## src/rtl/if_pkg.sv

```systemverilog
// ----------------------------------------------------------------------------
// if_pkg: shared types and constants for the instruction-fetch front end.
//   fetch_state_e : FETCH (issue allowed) / DRAIN (discard stale responses)
//   fetch_entry_t : one buffered fetch result {pc, instr}
//   INSTR_NOP     : canonical addi x0,x0,0 encoding for bubble insertion
//   word_align    : clears bits [1:0] of a byte address
// ----------------------------------------------------------------------------
package if_pkg;

    localparam int          IF_XLEN          = 32;
    localparam logic [31:0] INSTR_NOP        = 32'h0000_0013;
    localparam logic [31:0] RESET_PC_DEFAULT = 32'h0000_0000;

    typedef enum logic {
        FETCH = 1'b0,
        DRAIN = 1'b1
    } fetch_state_e;

    typedef struct packed {
        logic [IF_XLEN-1:0] pc;
        logic [IF_XLEN-1:0] instr;
    } fetch_entry_t;

    function automatic logic [IF_XLEN-1:0] word_align(input logic [IF_XLEN-1:0] a);
        return {a[IF_XLEN-1:2], 2'b00};
    endfunction

endpackage

```

## src/rtl/sync_fifo.sv

```systemverilog
// ----------------------------------------------------------------------------
// sync_fifo: generic single-clock FIFO, first-word-fall-through read port.
//   clk, rst (sync, active-low), clear (drops all entries, wins over push)
//   push/wdata : write when not full, or when full and popping this cycle
//   pop/rdata  : rdata always shows the head; pop ignored when empty
//   full/empty/count : occupancy status
// DEPTH must be a power of two; pointers carry one extra wrap bit.
// ----------------------------------------------------------------------------
module sync_fifo #(
    parameter  int WIDTH = 64,
    parameter  int DEPTH = 4,
    localparam int AW    = $clog2(DEPTH)
) (
    input  logic             clk,
    input  logic             rst,
    input  logic             clear,
    input  logic             push,
    input  logic [WIDTH-1:0] wdata,
    input  logic             pop,
    output logic [WIDTH-1:0] rdata,
    output logic             full,
    output logic             empty,
    output logic [AW:0]      count
);

    localparam logic [AW:0] DEPTH_C = (AW+1)'(DEPTH);

    logic [WIDTH-1:0] mem [DEPTH];
    logic [AW:0]      wptr, rptr;
    logic             do_push, do_pop;

    assign count   = wptr - rptr;
    assign empty   = (wptr == rptr);
    assign full    = (count == DEPTH_C);
    assign do_pop  = pop && !empty;
    // Full + pop frees the head slot this edge, so the write can take it.
    assign do_push = push && (!full || do_pop);
    assign rdata   = mem[rptr[AW-1:0]];

    always_ff @(posedge clk) begin
        if (!rst || clear) begin
            wptr <= '0;
            rptr <= '0;
        end else begin
            if (do_push) wptr <= wptr + 1'b1;
            if (do_pop)  rptr <= rptr + 1'b1;
        end
    end

    always_ff @(posedge clk) begin
        if (do_push && !clear) mem[wptr[AW-1:0]] <= wdata;
    end

endmodule

```

## src/rtl/if_prefetch_queue.sv

```systemverilog
// ----------------------------------------------------------------------------
// if_prefetch_queue: IF-stage prefetcher for the 5-stage RV32 core.
// Owns the fetch PC, issues word fetches with credit-based flow control so
// the entry FIFO never overflows, and presents {pc, pc+4, instr} to IF/ID.
// EX redirects flush the FIFO; responses already in flight are discarded
// by counting them down in DRAIN.
//   clk, rst (sync, active-low)
//   imem_req_valid/ready/addr : fetch request channel
//   imem_rsp_valid/data       : in-order fetch responses
//   redirect_valid/pc         : EX-stage redirect
//   out_valid/ready, out_pc, out_pc_plus4, out_instr : to IF/ID
// Optional: define IF_PREFETCH_BYPASS_EN to forward a response straight to
// decode when the FIFO is empty (zero-cycle response latency).
// ----------------------------------------------------------------------------
module if_prefetch_queue
    import if_pkg::*;
#(
    parameter int          DEPTH    = 4,
    parameter int          XLEN     = 32,
    parameter logic [31:0] RESET_PC = RESET_PC_DEFAULT
) (
    input  logic            clk,
    input  logic            rst,
    output logic            imem_req_valid,
    input  logic            imem_req_ready,
    output logic [XLEN-1:0] imem_req_addr,
    input  logic            imem_rsp_valid,
    input  logic [XLEN-1:0] imem_rsp_data,
    input  logic            redirect_valid,
    input  logic [XLEN-1:0] redirect_pc,
    output logic            out_valid,
    input  logic            out_ready,
    output logic [XLEN-1:0] out_pc,
    output logic [XLEN-1:0] out_pc_plus4,
    output logic [XLEN-1:0] out_instr
);

    localparam int CW = $clog2(DEPTH) + 1;

    fetch_state_e    state;
    logic [XLEN-1:0] fetch_pc;
    logic [XLEN-1:0] tag_pc;     // PC of the oldest live outstanding fetch
    logic [CW-1:0]   inflight;
    logic [CW-1:0]   drop;
    logic [CW-1:0]   drop_nx;

    fetch_entry_t    fifo_wdata, fifo_rdata, head;
    logic            fifo_push, fifo_pop, fifo_full, fifo_empty;
    logic [CW-1:0]   fifo_count;

    logic            req_fire, rsp_live, credit_ok;

    // Buffered entries plus outstanding fetches bound the occupancy.
    assign credit_ok      = ({1'b0, fifo_count} + {1'b0, inflight}) < (CW+1)'(DEPTH);
    assign imem_req_valid = rst && (state == FETCH) && credit_ok && !redirect_valid;
    assign imem_req_addr  = fetch_pc;
    assign req_fire       = imem_req_valid && imem_req_ready;

    // A response landing with a redirect belongs to the old stream.
    assign rsp_live   = imem_rsp_valid && (state == FETCH) && !redirect_valid;
    assign drop_nx    = inflight - CW'(imem_rsp_valid);
    assign fifo_wdata = '{pc: tag_pc, instr: imem_rsp_data};

`ifdef IF_PREFETCH_BYPASS_EN
    logic bypass;
    assign bypass    = fifo_empty && (state == FETCH) && imem_rsp_valid;
    assign head      = bypass ? fifo_wdata : fifo_rdata;
    assign out_valid = rst && !redirect_valid && (!fifo_empty || bypass);
    assign fifo_push = rsp_live && !(bypass && out_ready);
    assign fifo_pop  = out_valid && out_ready && !fifo_empty;
`else
    assign head      = fifo_rdata;
    assign out_valid = rst && !fifo_empty && !redirect_valid;
    assign fifo_push = rsp_live;
    assign fifo_pop  = out_valid && out_ready;
`endif

    assign out_pc       = head.pc;
    assign out_pc_plus4 = head.pc + 32'd4;
    assign out_instr    = head.instr;

    sync_fifo #(
        .WIDTH ($bits(fetch_entry_t)),
        .DEPTH (DEPTH)
    ) u_fifo (
        .clk   (clk),
        .rst   (rst),
        .clear (redirect_valid),
        .push  (fifo_push),
        .wdata (fifo_wdata),
        .pop   (fifo_pop),
        .rdata (fifo_rdata),
        .full  (fifo_full),
        .empty (fifo_empty),
        .count (fifo_count)
    );

    always_ff @(posedge clk) begin
        if (!rst) begin
            state    <= FETCH;
            fetch_pc <= RESET_PC;
            tag_pc   <= RESET_PC;
            inflight <= '0;
            drop     <= '0;
        end else begin
            inflight <= inflight + CW'(req_fire) - CW'(imem_rsp_valid);
            if (req_fire) fetch_pc <= fetch_pc + 32'd4;

            if (redirect_valid) begin
                fetch_pc <= word_align(redirect_pc);
                tag_pc   <= word_align(redirect_pc);
                drop     <= drop_nx;
                state    <= (drop_nx != '0) ? DRAIN : FETCH;
            end else if (state == DRAIN) begin
                if (imem_rsp_valid) begin
                    drop <= drop - 1'b1;
                    if (drop == CW'(1)) state <= FETCH;
                end
            end else if (rsp_live) begin
                tag_pc <= tag_pc + 32'd4;
            end
        end
    end

endmodule

```

## config.mk

```make
export PLATFORM = sky130hd
export DESIGN_NAME = if_prefetch_queue
export DESIGN_NICKNAME = d
export VERILOG_FILES = /design/src/rtl/if_pkg.sv /design/src/rtl/sync_fifo.sv /design/src/rtl/if_prefetch_queue.sv
export SDC_FILE = /design/constraint.sdc
export NUM_CORES = 1
export LEC_CHECK = 0
export ABC_CLOCK_PERIOD_IN_PS = 5300
export CORE_ASPECT_RATIO = 1.5
export CORE_MARGIN = 2
export CORE_UTILIZATION = 35
export DETAILED_ROUTE_END_ITERATION = 10
export PLACE_DENSITY = 0.62
export SLEW_MARGIN = 0
export SYNTH_ARGS = -nofsm -noshare
export SYNTH_HDL_FRONTEND = slang
export SYNTH_SLANG_ARGS = --single-unit
```

## constraint.sdc

```tcl
create_clock -name clk -period 5.3 [get_ports clk]
set_clock_uncertainty 0.2 [all_clocks]
set_input_delay 0.795 -clock clk [delete_from_list [all_inputs] [get_ports clk]]
set_output_delay 0.795 -clock clk [all_outputs]
set_load 0.05 [all_outputs]
```

==> impl_metrics.yaml <==
status:
  outcome: "finished, final reports clean"
detailed_routing:
  ant_nets: 0
  routed_wl_um: 31800
  met1_length_um: 13200
  vias_per_cell: 5.18
  dr_total_vias: 8558
  highest_layer: "met4"
  drt_iter0_drc: 493
  dr.pass1.iters: 5
  dr_wl_met2_um: 16500
  drc: 0
  wl_met3_um: 1550
  routedWlPerCell_um: 19.2
synthesis:
  synth_cell_types: 63
  syn_avg_cell_area_um2: 14.9
  yosys-top-cells-area: "edfxtp_1 (54%), dfxtp_1 (11%), mux4_2 (7.8%)"
  synth_common_cells: "edfxtp_1 (248), dfxtp_1 (75), nand2_1 (56)"
  yosysTopAreaCell: "edfxtp_1"
  yosys.cell_count.top_type: "edfxtp_1"
  synthCells: 932
  synth_edf_count: 248
  syn_area_um2: 13900
  synth_xor_area_share_pct: 4.83
  yosys.area_share.adder_pct: 1.91
  ys_async_sr_fraction_pct: 0
  synth_mux_area_share_pct: 11.1
  yosysSeqAreaShare_pct: 64.5
  synth_compound_area_share_pct: 5.24
  yosysWarnings: 0
  synth_flop_cell: "edfxtp_1"
  synth.top_cell.area_share_pct: 53.7
  synth-simple-area-share_pct: 9.64
  synth_top_family_by_area: "multiplexers"
  ys_ff_latch: 323
sta:
  worst_slew_pin_slew_ps: 982
  slew_headroom_pct: 34.6
  final_hold_viol_count: 0
  min_period_ps: 5000
  finalMaxSlewViolations: 0
  setup_violations: 0
  tns_ps: 0
  rsz0062_at_grt: "no"
  fmax_ghz: 0.200
  period_share_pct: 94.3
critical_path:
  arrival_ps: 4000
  crit_fanout: 23
  criticalPathCategory: "reg -> out"
  worst_setup_path_start_kind: "flip-flop"
  crit_required_ps: 4300
  cp-end-kind: "output port"
power_and_ir_drop:
  irDropWorstVdd_v: 0.000240
  p_leak_nw: 5.68
  total_power_mw: 5.69
  p_per_area_nw_per_um2: 328
global_routing:
  antenna_found_initial: 0
  grt_pass1_vias: 8805
  grtUsageTotal_pct: 15.3
  grt_max_degree: 63
  grt_remaining_overflow: 0
  grt_pass1_wl_um: 49700
place:
  post-place-cells: 1594
  postPlaceCellArea_um2: 16300
  globalplace.congestion: 0.812
  hpwl_um: 21600
  place.port_buffers: 191
layout:
  layout.nets: 1217
  post-route-util_pct: 44.2
  layout.cells.non_filler: 1652
  syn2layout_area_growth_pct: 25.0
  ff_latch_area_um2: 8950
  multi_input_area_um2: 4580
  final_area_um2: 17300
  drive_gt1_share_pct: 11.6
  n_antenna_cell: 0
  nFillCells: 3520
clocking:
  clock_sinks: 323
  h-tree-depth: 1
  cts-root-buf: "clkbuf_16"
  postCtsSetupBuffers: 0
  cts_tree: "done"
  clk_pin_slew_worst_paths_ps: 60
  clock_latency_ps: 570
  cts_hold_buf: 0
  clock_path_buffers: 3
  cts.repair.resized: 0
  numCtsBuffers: 31
flow_run:
  cap_violations: 0
die:
  ioPinCount: 200
  core-area_um2: 39200
  fp.dieW_um: 167
  die_height_um: 248
  start_util_pct: 35.4
  fp-row-count: 89
  die_area_um2: 41300
worst_hold_path:
  hold_class: "reg -> reg"
cell usage in the layout (no fill, tap or decap), types with 8 or more instances in the layout:
master / instances
a21oi_1: 48
a31oi_1: 10
and2_1: 8
and3_1: 13
and4_1: 9
buf_4: 13
clkbuf_1: 9
clkbuf_16: 31
clkdlybuf4s50_1: 191
dfxtp_1: 73
edfxtp_1: 248
ha_1: 18
inv_1: 22
mux4_1: 14
mux4_2: 48
nand2_1: 56
nand3_1: 32
nand4_1: 30
nor2_1: 45
nor3_1: 12
nor4_1: 13
o21ai_0: 32
xnor2_1: 39
xor2_1: 35
worst max-delay path, stage by stage, from the launching register on:
cell and delay, ps:
dfxtp_4 620, mux4_1 770, ha_1 300, and4_1 270, and4_1 290, and3_1 200, xor2_1 150, clkdlybuf4s50_1 830
final timing paths:
| check | start | endpoint | slack (ps) | cells past startpoint |
|---|---|---|---|---|
| worst max-delay path | flip-flop | out_pc_plus4[16] | 300 | 7 |
| worst min-delay path | imem_req_addr[3] | imem_req_addr[3] | 330 | 2 |
| worst max register to register | u_fifo.wptr[0] | inflight[2] | 1150 | 18 |
| worst min register to register | imem_req_addr[3] | imem_req_addr[3] | 330 | 2 |
state kept, by name (all words and copies together) (netlist names), named ones only:
register,count
drop,3
imem_req_addr,30
inflight,3
state,1
tag_pc,30
u_fifo.mem,248
u_fifo.rptr,3
u_fifo.wptr,3
logic make-up (layout without fill, tap and decap cells):
group           count (synthesis)  after routing
flops                         323            323
simple gates                  244            244
compound gates                122            122
buf+inv                        76            291
xor+xnor                       75             75
mux                            71             71
fa+ha+maj                      20             20
other cells                     1              6
where the power goes:
group,internal (mW),switching [mW],total [mW]
clock,1.25,0.917,2.17
combinational,0.240,0.400,0.640
sequential,2.80,0.0772,2.88
total,4.29,1.40,5.69
metrics by stage:
stage	setup slack, ps	hold slack [ps]
floorplan	978	281
global placement	834	321
detailed placement	814	324
CTS	194	336
global route	64.0	360
finish	300	333
layer usage:
metal	GRT usage (%)	vias up
li1	-	3997
met1	18.6	4271
met2	28.2	259
met3	2.25	31
met4	4.26	0
met5	0	-
area by class of cell:
class / count / share of cell area, %
inverter: 26 / 0.563
sequential: 323 / 51.7
clock buffer: 45 / 5.07
clock inverter: 13 / 0.758
tap: 500 / 3.61
multi-input combinational: 538 / 26.4
timing repair buffer: 207 / 11.9
No activity file was read; power rests on OpenSTA's default activity.
